[src/rtl/program_loader.sv]
// Boot-time program loader sitting in front of main_memory.
// Collects a little-endian byte stream {BASE, COUNT, N words}, writes each word to memory with
// one request outstanding at a time, then publishes per-core entry addresses and pulses start.
// Optional build macro PROGRAM_LOADER_CHECKSUM_EN adds a trailing 32-bit checksum field.
`timescale 1ns/1ps

module program_loader #(
  parameter int unsigned NUM_CORES      = 4,
  parameter int unsigned DATA_WIDTH     = 32,
  parameter int unsigned ADDRESS_BITS   = 32,
  parameter int unsigned MSG_BITS       = 4,
  parameter int unsigned MEM_INDEX_BITS = 10,
  parameter logic [MSG_BITS-1:0] NO_REQ  = MSG_BITS'(0),
  parameter logic [MSG_BITS-1:0] WB_REQ  = MSG_BITS'(2),
  parameter logic [MSG_BITS-1:0] ACK_MSG = MSG_BITS'(3),
  parameter int unsigned CORE_STRIDE    = 64,
  parameter int unsigned ACK_TIMEOUT    = 255
) (
  input  logic                              clock,
  input  logic                              reset,
  input  logic                              rx_valid,
  input  logic [7:0]                        rx_data,
  output logic                              rx_ready,
  output logic [MSG_BITS-1:0]               msg_out,
  output logic [ADDRESS_BITS-1:0]           address_out,
  output logic [DATA_WIDTH-1:0]             data_out,
  input  logic [MSG_BITS-1:0]               msg_in,
  input  logic [ADDRESS_BITS-1:0]           address_in,
  output logic                              start,
  output logic [NUM_CORES*ADDRESS_BITS-1:0] program_address,
  output logic                              busy,
  output logic                              done,
  output logic                              error
);

  localparam logic [3:0] IDLE         = 4'd0;
  localparam logic [3:0] HDR_BASE     = 4'd1;
  localparam logic [3:0] HDR_COUNT    = 4'd2;
  localparam logic [3:0] DATA_COLLECT = 4'd3;
  localparam logic [3:0] WRITE        = 4'd4;
  localparam logic [3:0] WAIT_ACK     = 4'd5;
  localparam logic [3:0] START        = 4'd6;
  localparam logic [3:0] ERROR        = 4'd7;
`ifdef PROGRAM_LOADER_CHECKSUM_EN
  localparam logic [3:0] CHECK        = 4'd8;
  localparam logic [3:0] DATA_END     = CHECK;
`else
  localparam logic [3:0] DATA_END     = START;
`endif

  localparam int unsigned TIMER_BITS = $clog2(ACK_TIMEOUT + 1);
  localparam logic [TIMER_BITS-1:0] TIMER_LAST = TIMER_BITS'(ACK_TIMEOUT - 1);
  localparam logic [33:0] MEM_WORDS = 34'(1) << MEM_INDEX_BITS;

  logic [3:0]                        state_q, state_d;
  logic [1:0]                        byte_cnt_q, byte_cnt_d;
  logic [23:0]                       word_q, word_d;
  logic [31:0]                       base_q, base_d;
  logic [31:0]                       count_q, count_d;
  logic [31:0]                       data_q, data_d;
  logic [31:0]                       idx_q, idx_d;
  logic [TIMER_BITS-1:0]             timer_q, timer_d;
  logic                              done_q, done_d;
  logic [NUM_CORES*ADDRESS_BITS-1:0] pa_q, pa_d;
`ifdef PROGRAM_LOADER_CHECKSUM_EN
  logic [31:0]                       sum_q, sum_d;
`endif

  logic                    take;
  logic                    last_byte;
  logic [31:0]             asm_word;
  logic [ADDRESS_BITS-1:0] wr_addr;
  logic                    ack_match;
  logic                    out_of_range;

  // Byte handshake, LSB-first word assembly and shared address arithmetic
  always_comb begin
    rx_ready = (state_q == IDLE) || (state_q == HDR_BASE) || (state_q == HDR_COUNT) ||
               (state_q == DATA_COLLECT);
`ifdef PROGRAM_LOADER_CHECKSUM_EN
    rx_ready = rx_ready || (state_q == CHECK);
`endif
    take         = rx_valid && rx_ready;
    last_byte    = take && (byte_cnt_q == 2'd3);
    // word_q holds the three most recent bytes; the incoming byte completes the word
    asm_word     = {rx_data, word_q};
    wr_addr      = ADDRESS_BITS'((base_q >> 2) + idx_q);
    ack_match    = (msg_in == ACK_MSG) && (address_in == wr_addr);
    out_of_range = ({2'b00, base_q >> 2} + {2'b00, asm_word}) > MEM_WORDS;
  end

  // Next-state and datapath update
  always_comb begin
    state_d    = state_q;
    byte_cnt_d = byte_cnt_q;
    word_d     = word_q;
    base_d     = base_q;
    count_d    = count_q;
    data_d     = data_q;
    idx_d      = idx_q;
    timer_d    = timer_q;
    done_d     = done_q;
    pa_d       = pa_q;
`ifdef PROGRAM_LOADER_CHECKSUM_EN
    sum_d      = sum_q;
`endif

    if (take) begin
      byte_cnt_d = byte_cnt_q + 2'd1;
      word_d     = asm_word[31:8];
    end

    case (state_q)
      IDLE: begin
        if (take) begin
          state_d = HDR_BASE;
          done_d  = 1'b0;
        end
      end
      HDR_BASE: begin
        if (last_byte) begin
          base_d  = asm_word;
          state_d = (asm_word[1:0] != 2'b00) ? ERROR : HDR_COUNT;
`ifdef PROGRAM_LOADER_CHECKSUM_EN
          sum_d   = asm_word;
`endif
        end
      end
      HDR_COUNT: begin
        if (last_byte) begin
          count_d = asm_word;
          idx_d   = 32'd0;
`ifdef PROGRAM_LOADER_CHECKSUM_EN
          sum_d   = sum_q + asm_word;
`endif
          if (out_of_range) begin
            state_d = ERROR;
          end else if (asm_word == 32'd0) begin
            state_d = DATA_END;
          end else begin
            state_d = DATA_COLLECT;
          end
        end
      end
      DATA_COLLECT: begin
        if (last_byte) begin
          data_d  = asm_word;
          state_d = WRITE;
`ifdef PROGRAM_LOADER_CHECKSUM_EN
          sum_d   = sum_q + asm_word;
`endif
        end
      end
      WRITE: begin
        timer_d = '0;
        state_d = WAIT_ACK;
      end
      WAIT_ACK: begin
        // Only an acknowledge for the word in flight counts; anything else is ignored
        if (ack_match) begin
          idx_d   = idx_q + 32'd1;
          state_d = ((idx_q + 32'd1) == count_q) ? DATA_END : DATA_COLLECT;
        end else if (timer_q == TIMER_LAST) begin
          state_d = ERROR;
        end else begin
          timer_d = timer_q + 1'b1;
        end
      end
`ifdef PROGRAM_LOADER_CHECKSUM_EN
      CHECK: begin
        if (last_byte) begin
          state_d = (asm_word == sum_q) ? START : ERROR;
        end
      end
`endif
      START: begin
        state_d = IDLE;
        done_d  = 1'b1;
      end
      ERROR: begin
        state_d = ERROR;
      end
      default: begin
        state_d = IDLE;
      end
    endcase

    // Entry addresses are captured on the way into START so they are valid with the pulse
    if (state_d == START) begin
      for (int unsigned c = 0; c < NUM_CORES; c++) begin
        pa_d[c*ADDRESS_BITS +: ADDRESS_BITS] = ADDRESS_BITS'(base_q + 32'(c * CORE_STRIDE));
      end
    end
  end

  // State registers with asynchronous active-low reset
  always_ff @(posedge clock or negedge reset) begin
    if (!reset) begin
      state_q    <= IDLE;
      byte_cnt_q <= 2'd0;
      word_q     <= '0;
      base_q     <= '0;
      count_q    <= '0;
      data_q     <= '0;
      idx_q      <= '0;
      timer_q    <= '0;
      done_q     <= 1'b0;
      pa_q       <= '0;
`ifdef PROGRAM_LOADER_CHECKSUM_EN
      sum_q      <= '0;
`endif
    end else begin
      state_q    <= state_d;
      byte_cnt_q <= byte_cnt_d;
      word_q     <= word_d;
      base_q     <= base_d;
      count_q    <= count_d;
      data_q     <= data_d;
      idx_q      <= idx_d;
      timer_q    <= timer_d;
      done_q     <= done_d;
      pa_q       <= pa_d;
`ifdef PROGRAM_LOADER_CHECKSUM_EN
      sum_q      <= sum_d;
`endif
    end
  end

  // Output decode from the registered state
  always_comb begin
    msg_out         = (state_q == WRITE) ? WB_REQ : NO_REQ;
    address_out     = (state_q == WRITE) ? wr_addr : '0;
    data_out        = (state_q == WRITE) ? DATA_WIDTH'(data_q) : '0;
    start           = (state_q == START);
    busy            = (state_q != IDLE) && (state_q != ERROR);
    error           = (state_q == ERROR);
    done            = done_q;
    program_address = pa_q;
  end

endmodule
[config.mk]
export PLATFORM = sky130hd
export DESIGN_NAME = program_loader
export DESIGN_NICKNAME = d
export VERILOG_FILES = /design/src/rtl/program_loader.sv
export SDC_FILE = /design/constraint.sdc
export NUM_CORES = 1
export LEC_CHECK = 0
export ABC_AREA = 1
export BUFFER_PORTS_ARGS = -buffer_cell sky130_fd_sc_hd__clkbuf_2
export CAP_MARGIN = 10
export CORE_MARGIN = 2
export CORE_UTILIZATION = 47
export CTS_BUF_LIST = sky130_fd_sc_hd__clkbuf_4
export DETAILED_ROUTE_END_ITERATION = 10
export PLACE_DENSITY = 0.66
export SLEW_MARGIN = 10
export SYNTH_ARGS = -nofsm -noshare
export SYNTH_HDL_FRONTEND = slang
export SYNTH_SLANG_ARGS = --single-unit
[constraint.sdc]
create_clock -name clock -period 4.3 [get_ports clock]
set_input_delay 0.43 -clock clock [delete_from_list [all_inputs] [get_ports clock]]
set_output_delay 0.43 -clock clock [all_outputs]
set_load 0.02 [all_outputs]
==> impl_summary.log, run 1 <==
[metrics] crit end category: flip-flop
[metrics] pin count of the biggest net entering global routing: 129
[metrics] class of the worst hold path: in2reg
[metrics] routed wirelength normalized by instance count: 19.01 um
[metrics] DRC: 0
[metrics] via total after detailed routing: 20686
[metrics] Worst slew margin: 0.2835
[metrics] total power per unit cell area: 537.0 nW/um2
[metrics] final clock skew: 0.06829 ns
[metrics] Required @ worst endpoint: 5.04 ns
[metrics] area used by sequential logic in the layout: 6882 um2
[metrics] Yosys Warn Count: 0
[metrics] fraction of power consumed by combinational cells: 0.519
[metrics] fillers: 4274
[metrics] Worst Tran Pin Value: 1.075 ns
[metrics] Clock power frac: 0.198
[metrics] All-Layer GR Usage: 0.3350
[metrics] Port-buffer cells: 244
[metrics] fraction of power spent switching nets: 0.4930
[metrics] maximum single-stage delay on the critical path: 0.36 ns
[metrics] crit path max-delay cell type: dfrtp_1
[metrics] clock transition time at the flip-flop clock pins of the worst setup and hold paths: 0.06 ns
[metrics] vertical die dimension: 210.4 um
[metrics] TNS Setup: 0 ns
[metrics] final wirelength: 73830 um
[metrics] Final ANT Viol Nets: 0
[metrics] worst hold slack: 0.08630 ns
[metrics] result of the run: completed
[metrics] setup violators final: 0
[metrics] Initial DRT Pass Iterations: 5
[metrics] final critical path time including I/O delays and setup: 4.013 ns
[metrics] number of global-route vias before repair: 19577
[metrics] global placement routability congestion: 0.9717
[metrics] switching power summed over all nets: 6.095 mW
[metrics] width of the die: 210.4 um
[metrics] drt initial violations: 1638
[metrics] Async S/R FF share, synth: 1.000
[metrics] top-level I/O count: 248
[metrics] mean cell area of the mapped netlist: 6.695 um2
[metrics] largest driver fanout on the critical path: 44
[metrics] later-pin clock latency in the skew report: 0.84 ns
[metrics] full die area: 44270 um2
[metrics] global-route wire length before repair: 113100 um
[metrics] register bit total from synthesis: 275
[metrics] Max IR drop VDD: 0.2143 mV
[metrics] design internal power: 6.268 mW
[metrics] area of the multi-input gates: 10850 um2
[metrics] number of buffers inserted by post-CTS setup repair: 0
[metrics] core area: 42040 um2
[metrics] H-Tree Level Count: 3
[metrics] Worst Path Arrival: 4.75 ns
[metrics] Max-cap violations: 0
[metrics] leakage power: 12.35 nW
[metrics] total number of nets in the final design: 3405
[metrics] GRT overflow: 0
[metrics] Mapped Area: 20030 um2
[metrics] count of distinct cell types in the synthesized netlist: 44
[metrics] Final Cycle Share: 0.9332
[metrics] DP Wirelength: 57520 um
[metrics] setup repair after global routing missed its margin: no
[metrics] CTS Root Cell: clkbuf_4
[metrics] starting density of the core: 0.4763
[metrics] synthesis-to-finish area growth: 14.98%
[metrics] number of flops mapped to enable cells by yosys: 0
[metrics] CP startpoint kind: flip-flop
[metrics] number of buffers added by the clock tree synthesis step: 79
[metrics] category of the most critical setup path: reg2reg
[metrics] CP bufs+invs: 3
[metrics] portion of total power attributed to sequential cells: 0.283
[metrics] cell chain of the critical path: buf_4 -> ha_1 -> nand3_1 -> inv_2 -> nand2_1 -> nor2_4 -> nand4_1 -> nand2_1 -> nand2_1 -> nand2_1 -> nand3_1 -> nor3_1 -> nand4_1 -> nand3_1 -> nand2_1 -> nand2_1 -> nand2_4 -> nor2_8 -> buf_12 -> nand2_1 -> nand2_1
[metrics] number of antenna violations at the first check in global routing: 2
[metrics] synthesized instance count: 2991
[metrics] final hold violation count: 0
[metrics] maximum root-to-sink buffer count: 3
[metrics] ratio of routed vias to standard cells: 5.327
[metrics] clock tree from TritonCTS: done
[metrics] top achievable clock speed: 249.2 MHz
[metrics] cell type with the highest occurrence count on the critical path: nand2_1
[metrics] fraction of final layout cells sized beyond drive strength 1: 0.1454
[metrics] number of placement rows: 75
[metrics] Sinks on Clock Net: 275
[metrics] Primary FF master, synth: dfrtp_1
[metrics] Seq/Total Area, Yosys: 0.3436
[metrics] Pins Over Slew Limit: 0
[metrics] worst reg2reg setup slack: 0.29 ns
[metrics] cell family contributing the most delay on the critical path: simple AND/OR/NAND/NOR gates
## path summary, 6_finish.rpt
kind | start | end | cells after the start
setup reg to reg | idx_q[0]$_DFFE_PN0P_ | program_address[100]$_DFFE_PN0N_ | 21
hold / removal | rx_data[4] | word_q[20]$_DFFE_PN0P_ | 3
min in group asynchronous | reset | program_address[109]$_DFFE_PN0N_ | 2
setup / recovery | idx_q[0]$_DFFE_PN0P_ | program_address[100]$_DFFE_PN0N_ | 21
hold reg to reg | base_q[1]$_DFFE_PN0P_ | program_address[97]$_DFFE_PN0N_ | 2
max in group asynchronous | reset | base_q[15]$_DFFE_PN0P_ | 3
## cell usage in the layout, fill, tap and decap left out, types with 4 or more instances in the layout
cell,Yosys,routed
nand4_1,51,51
buf_12,0,6
nand3b_1,25,25
xnor3_1,8,8
buf_4,24,64
dlygate4sd3_1,0,4
and2_1,4,4
ha_1,68,67
nand3_2,4,4
inv_2,12,15
nor2_1,277,274
a21oi_1,79,79
clkbuf_4,0,114
nand2_1,974,973
inv_1,461,460
o21bai_1,114,114
nor2_2,8,10
clkinv_1,1,11
nor4_1,10,10
nand3_1,167,167
mux2_2,6,6
xnor2_1,12,12
o21ai_0,167,167
clkbuf_2,0,243
nand2_2,4,4
clkinv_2,0,4
xor2_1,94,94
nor3_1,42,40
conb_1,1,4
dfrtp_1,275,275
## cell usage after synthesis (all sizes together), types with 2 or more instances
cell type	instances	area, um2
xnor3	8	180.2
a21oi	80	404.1
o21ai	170	850.8
xnor2	12	105.1
o31ai	3	22.52
nand2	979	3692
nor3	42	210.2
mux2	6	67.56
dfrtp	275	6882
nor2	288	1132
clkbuf	43	161.4
nand4	51	319.1
buf	62	395.4
xor2	94	823.3
inv	473	1775
nand3b	25	187.7
ha	68	850.8
o21bai	114	855.8
xor3	2	47.55
and2	4	25.02
nand3	171	875.8
nor4	10	62.56
fa	2	40.04
## sequential cells by signal (all words and copies together) (netlist names)
register	cells
program_address	108
base_q	32
count_q	32
data_q	32
idx_q	32
word_q	24
timer_q	8
state_q	4
byte_cnt_q	2
done	1
## tightest hold or removal path: stages
cell      delay (ns)
clkbuf_2        0.23
nand2_1         0.12
o21ai_0         0.07
## cell families (layout without fill, tap and decap cells)
group	after synthesis	after routing	synth area share
buf+inv	579	927	0.1167
other cells	1	6	0.0001873
mux	6	6	0.003374
fa+ha+maj	70	70	0.04449
xor+xnor	116	116	0.05773
simple gates	1572	1572	0.3255
compound gates	372	372	0.1085
flops	275	275	0.3436
## per-stage QoR
step           power, mW  cells  utilization  cell area, um2  worst slack, ns
2_1_floorplan      7.578   2994            -           20040            1.045
3_3_place_gp       9.802   3742       0.5235           22010           0.3240
3_5_place_dp       9.837   3742       0.5235           22010           0.3631
4_1_cts            12.34   3881       0.5473           23010           0.2571
5_1_grt            13.27   3883       0.5477           23020         0.008499
6_report           12.36   3883       0.5477           23020           0.2872
## final cells by class
cell class	count	area share
multi-input cells	2140	0.4713
flip-flops and latches	275	0.2989
repair buffers	318	0.08130
inverters	474	0.07727
clock buffers	114	0.03717
well taps	539	0.02929
clock inverters	21	0.004565
diodes	2	0.0002174
## metal layers
layer	vias to the layer above	global-route usage	part of all wire
li1	9982	-	-
met1	9773	0.4487	0.44
met2	768	0.5394	0.46
met3	163	0.06079	0.070
met4	0	0.1311	0.038
met5	-	0	0
## power by group through the flow
| stage | Combinational [mW] | Sequential (mW) | Clock (mW) |
|---|---|---|---|
| final | 6.41 | 3.50 | 2.45 |
| after global routing | 7.12 | 3.52 | 2.64 |
| after floorplan | 4.11 | 3.47 | 0 |
| after global placement | 6.28 | 3.52 | 0 |
| after detailed placement | 6.31 | 3.53 | 0 |
| after CTS | 6.35 | 3.48 | 2.51 |
## timing repair
item	in CTS	in global routing
gates resized for setup	0	3
hold buffers	4	0
setup endpoints to repair	0	51
endpoints found under the hold margin	131	0
No activity file was read; power rests on OpenSTA's default activity.
==> inputs of run 2 (changes only) <==
Settings changed: CORE_UTILIZATION 47 to 49, PLACE_DENSITY 0.66 to 0.68.
==> run 2 against run 1 <==
Effect of this change: die area decreased by 4.0%; non-clock buffer count is 27 higher; final cell count increased by 0.36%; sequential power decreased by 3%; utilization up 2.8 points; combinational power increased by 3%; fmax increased by 1.7%; first-iteration DRC count rose by 6.9%; via count decreased by 0.26%; hold slack improved by 0.12 ns; design area increased by 1.4%.
==> impl_summary.log, run 2 (same netlist as run 1, synthesis figures left out) <==
[metrics] R2R cell count: 19
[metrics] number of placement rows: 74
[metrics] leakage power: 12.50 nW
[metrics] crit end category: flip-flop
[metrics] Worst slew margin: 0.4376
[metrics] clock transition time at the flip-flop clock pins of the worst setup and hold paths: 0.07 ns
[metrics] width of the die: 206.2 um
[metrics] core area: 40550 um2
[metrics] final clock skew: 0.08125 ns
[metrics] H-Tree Level Count: 3
[metrics] class of the worst hold path: in2async
[metrics] result of the run: completed
[metrics] setup repair after global routing missed its margin: no
[metrics] category of the most critical setup path: reg2reg
[metrics] worst reg2reg setup slack: 0.36 ns
[metrics] vertical die dimension: 206.2 um
[metrics] number of buffers added by the clock tree synthesis step: 79
[metrics] maximum root-to-sink buffer count: 3
[metrics] Pins Over Slew Limit: 0
[metrics] Required @ worst endpoint: 4.99 ns
[metrics] TNS Setup: 0 ns
[metrics] later-pin clock latency in the skew report: 0.83 ns
[metrics] Port-buffer cells: 244
[metrics] DRC: 0
[metrics] Sinks on Clock Net: 275
[metrics] via total after detailed routing: 20633
[metrics] top achievable clock speed: 253.5 MHz
[metrics] Max-cap violations: 0
[metrics] most common cell after layout, fill and taps aside: nand2_1
[metrics] r2r startpoint: base_q[14]$_DFFE_PN0P_
[metrics] CTS Root Cell: clkbuf_4
[metrics] worst hold slack: 0.2014 ns
[metrics] max FFs per register: 108
[metrics] fraction of final layout cells sized beyond drive strength 1: 0.1463
[metrics] synthesis-to-finish area growth: 16.54%
[metrics] total power per unit cell area: 531.4 nW/um2
[metrics] GRT overflow: 0
[metrics] drt initial violations: 1751
[metrics] pin count of the biggest net entering global routing: 103
[metrics] final wirelength: 72570 um
[metrics] Max IR drop VDD: 0.2749 mV
[metrics] number of global-route vias before repair: 19321
[metrics] setup violators final: 0
[metrics] most frequent cells in the layout: 974 x nand2_1, 460 x inv_1, 275 x dfrtp_1, 274 x nor2_1, 243 x clkbuf_2
[metrics] Initial DRT Pass Iterations: 5
[metrics] final critical path time including I/O delays and setup: 3.944 ns
[metrics] ratio of routed vias to standard cells: 5.295
[metrics] Worst Tran Pin Value: 0.8436 ns
[metrics] full die area: 42500 um2
[metrics] Worst R2R End: program_address[13]$_DFFE_PN0N_
[metrics] routed wirelength normalized by instance count: 18.62 um
[metrics] largest driver fanout on the critical path: 29
[metrics] total number of nets in the final design: 3432
[metrics] final hold violation count: 0
[metrics] top-level I/O count: 248
[metrics] starting density of the core: 0.4938
[metrics] Final ANT Viol Nets: 0
[metrics] number of antenna violations at the first check in global routing: 2
[metrics] clock tree from TritonCTS: done
[metrics] CP startpoint kind: flip-flop
[metrics] global-route wire length before repair: 109800 um
[metrics] All-Layer GR Usage: 0.3400
[metrics] Final Cycle Share: 0.9173
[metrics] DP Wirelength: 56810 um
[metrics] Worst Path Arrival: 4.64 ns
[metrics] global placement routability congestion: 0.9940
[run 2: critical path, cell delays in order, from the launching register on]
cell	delay, ns
dfrtp_1	0.43
buf_4	0.23
ha_1	0.38
nand2_1	0.14
nor2_1	0.24
inv_1	0.11
nor3_1	0.19
nand3_1	0.17
nand3_1	0.21
nand2_1	0.10
nand3_1	0.08
nand4_1	0.09
nor2_1	0.24
nand4_1	0.14
a21oi_1	0.26
nand2_4	0.14
nor2_8	0.26
buf_16	0.21
nand2_1	0.08
nand2_1	0.08
[run 2: how the worst max path moves through the flow]
stage / start / to / cells after the start
final: base_q[14]$_DFFE_PN0P_ / program_address[13]$_DFFE_PN0N_ / 19
after detailed placement: base_q[2]$_DFFE_PN0P_ / program_address[27]$_DFFE_PN0N_ / 27
after global routing: base_q[2]$_DFFE_PN0P_ / program_address[55]$_DFFE_PN0N_ / 27
after floorplan: base_q[2]$_DFFE_PN0P_ / program_address[86]$_DFFE_PN0N_ / 27
after global placement: base_q[2]$_DFFE_PN0P_ / program_address[75]$_DFFE_PN0N_ / 27
after CTS: base_q[2]$_DFFE_PN0P_ / address_out[30] / 15
[run 2: area by class of cell]
| class | count | area (um2) |
|---|---|---|
| Clock buffer | 102 | 765.7 |
| Clock inverter | 28 | 182.7 |
| Tap cell | 532 | 665.6 |
| Timing Repair Buffer | 345 | 2211 |
| Inverter | 474 | 1779 |
| Multi-Input combinational cell | 2140 | 10850 |
| Sequential cell | 275 | 6882 |
| Antenna cell | 1 | 2.502 |
| Fill cell | 4127 | 17220 |
[run 2: where the power goes]
part / total [mW] / switching [mW] / internal, mW
combinational: 6.59 / 4.44 / 2.15
sequential: 3.40 / 0.448 / 2.95
clock: 2.42 / 1.19 / 1.23
[run 2: metrics by stage]
stage                 util  instance area, um2  setup WS [ns]  instances  power (mW)
detailed placement  0.5475               22200         0.3744       3752       9.908
CTS                 0.5733               23250         0.2961       3892       12.37
global route        0.5755               23340        0.03355       3897       13.30
finish              0.5755               23340         0.3556       3897       12.40
floorplan                -               20040          1.045       2994       7.578
global placement    0.5475               22200         0.4474       3752       9.865
[run 2: what timing repair did]
item,CTS,global route
gates resized for setup,0,3
endpoints found under the setup margin,0,48
hold buffers,10,0
setup buffers,0,1
endpoints found under the hold margin,115,0
[run 2: per-layer routing]
layer / up-vias / wire [um] / track usage
met5: - / 0 / 0
met4: 0 / 2645 / 0.1281
met3: 162 / 5670 / 0.05535
met2: 852 / 32480 / 0.5399
met1: 9584 / 31770 / 0.4663
li1: 10035 / - / -
==> inputs of run 3 (changes only) <==
Settings changed: CELL_PAD_IN_SITES_DETAIL_PLACEMENT from default to 0, CELL_PAD_IN_SITES_GLOBAL_PLACEMENT from default to 1, CORE_UTILIZATION 49 to 43, PLACE_DENSITY 0.68 to 0.82.
==> run 3 against run 2 <==
Effect of this change: die area up 14%; critical path depth up 7; clock skew down 0.021 ns; sequential share of layout area down 0.12 points; register-to-register slack worse by 0.05 ns; combinational power down 2%; sequential power up 4%; power up 1.2%; largest power group unchanged.
==> impl_summary.log, run 3 (same netlist as run 1, synthesis figures left out) <==
[metrics] Pins Over Slew Limit: 0
[metrics] Worst Tran Pin Value: 0.8915 ns
[metrics] total number of nets in the final design: 3427
[metrics] pin count of the biggest net entering global routing: 95
[metrics] dpl cell area: 22290 um2
[metrics] most common cell after layout, fill and taps aside: nand2_1
[metrics] Max IR drop VDD: 0.4597 mV
[metrics] Max-cap violations: 0
[metrics] crit end category: flip-flop
[metrics] CP startpoint kind: flip-flop
[metrics] Initial DRT Pass Iterations: 5
[metrics] top achievable clock speed: 250.2 MHz
[metrics] Port-buffer cells: 244
[metrics] Post-Route Utilization: 0.5071
[metrics] number of antenna violations at the first check in global routing: 3
[metrics] Non-Filler Instances: 3976
[metrics] fillers: 4852
[metrics] Final ANT Viol Nets: 0
[metrics] synthesis-to-finish area growth: 17.14%
[metrics] maximum root-to-sink buffer count: 3
[metrics] starting density of the core: 0.4329
[metrics] clock tree from TritonCTS: done
[metrics] DP Wirelength: 58470 um
[metrics] Setup WS pre-CTS: 0.1134 ns
[metrics] Required @ worst endpoint: 5.00 ns
[metrics] result of the run: completed
[metrics] placed insts: 3825
[metrics] final hold violation count: 0
[metrics] clock transition time at the flip-flop clock pins of the worst setup and hold paths: 0.06 ns
[metrics] fraction of final layout cells sized beyond drive strength 1: 0.1513
[metrics] routed wirelength normalized by instance count: 18.53 um
[metrics] total power per unit cell area: 535.1 nW/um2
[metrics] top-level I/O count: 248
[metrics] setup repair after global routing missed its margin: no
[metrics] number of buffers added by the clock tree synthesis step: 81
[metrics] max FFs per register: 108
[metrics] launch point of the worst hold path: rx_data[2]
[metrics] CTS Root Cell: clkbuf_4
[metrics] Worst Path Arrival: 4.70 ns
[metrics] vertical die dimension: 219.8 um
[metrics] worst hold slack: 0.07963 ns
[metrics] ratio of routed vias to standard cells: 5.142
[metrics] later-pin clock latency in the skew report: 0.83 ns
[metrics] Final Cycle Share: 0.9296
[metrics] most frequent cells in the layout: 971 x nand2_1, 460 x inv_1, 273 x nor2_1, 269 x dfrtp_1, 243 x clkbuf_2
[metrics] DRC: 0
[metrics] total non-filler cell area in the finished layout: 23460 um2
[metrics] number of placement rows: 79
[metrics] global placement routability congestion: 0.9689
[metrics] drt initial violations: 1574
[metrics] setup slack after layout: 0.3027 ns
[metrics] Sinks on Clock Net: 275
[metrics] category of the most critical setup path: reg2reg
[metrics] leakage power: 12.50 nW
[metrics] final critical path time including I/O delays and setup: 3.997 ns
[metrics] post-layout power: 12.55 mW
[metrics] r2r startpoint: base_q[2]$_DFFE_PN0P_
[metrics] width of the die: 219.8 um
[metrics] final wirelength: 73660 um
[metrics] core area: 46260 um2
[metrics] largest driver fanout on the critical path: 33
[metrics] Worst slew margin: 0.4002
[metrics] class of the worst hold path: in2reg
[metrics] global-route wire length before repair: 113100 um
[metrics] All-Layer GR Usage: 0.3072
[metrics] start point of the critical path: base_q[2]$_DFFE_PN0P_
[metrics] H-Tree Level Count: 3
[metrics] full die area: 48310 um2
[metrics] number of global-route vias before repair: 19886
[metrics] setup violators final: 0
[metrics] final clock skew: 0.06042 ns
[metrics] TNS Setup: 0 ns
[metrics] GRT overflow: 0
[metrics] via total after detailed routing: 20443
==> run 3: cell count changes in the layout (fill, tap and decap cells not counted), sizes merged <==
cell / change
clkbuf: +9
diode: +4
buf: -3
clkinv: -3
clkinvlp: -2
dlygate4sd3: -2
inv: +1
==> run 3: critical path, stage by stage, from the launching register on <==
cell and delay (ns):
dfrtp_2 0.46, ha_4 0.19, inv_1 0.05, fa_1 0.38
inv_1 0.14, nand2_1 0.12, nand2_2 0.12, nand3_2 0.09
nand2_1 0.14, nand2_1 0.13, nand3b_1 0.13, and2_1 0.15
nor2_1 0.05, nor2_1 0.19, nand2_1 0.08, nor2_1 0.16
nand2_1 0.12, nor2_4 0.15, nand2_2 0.12, nand2_1 0.07
nand2_1 0.06, nand2_1 0.10, nand2_4 0.09, buf_12 0.17
buf_12 0.17, o21bai_1 0.17, nand2_1 0.06
==> run 3: layout make-up <==
class	instances	area [um2]	share of cell area
well taps	607	759.5	0.03238
inverters	474	1779	0.07584
flip-flops and latches	275	6889	0.2937
diodes	5	12.51	0.0005334
repair buffers	338	2120	0.09035
clock inverters	24	158.9	0.006774
clock buffers	113	848.3	0.03616
multi-input cells	2140	10890	0.4643
==> run 3: per-layer routing <==
layer / global-route usage / vias up / share of wire
met5: 0 / - / 0
met2: 0.4988 / 709 / 0.46
met1: 0.3970 / 9535 / 0.43
met3: 0.05908 / 167 / 0.065
li1: - / 10032 / -
met4: 0.1362 / 0 / 0.045
==> run 3: power by group <==
group	total [mW]	switching [mW]	leakage (nW)	internal [mW]
clock network	2.54	1.21	0.592	1.33
logic	6.49	4.33	8.98	2.16
registers	3.53	0.572	2.93	2.95
==> run 3: timing repair <==
| item | CTS | global route |
|---|---|---|
| hold buffers | 8 | 0 |
| endpoints found under the setup margin | 0 | 133 |
| gates resized for setup | 0 | 19 |
| hold endpoints to repair | 104 | 0 |
| setup buffers | 0 | 1 |
==> run 3: worst paths after layout <==
check	cells past startpoint	to	slack, ns
min	4	base_q[26]$_DFFE_PN0P_	0.08
max reg2reg	26	program_address[74]$_DFFE_PN0N_	0.30
min in group asynchronous	2	program_address[103]$_DFFE_PN0N_	0.19
min reg2reg	2	data_q[26]$_DFFE_PN0P_	0.49
max in group asynchronous	3	base_q[25]$_DFFE_PN0P_	2.94
max	26	program_address[74]$_DFFE_PN0N_	0.30
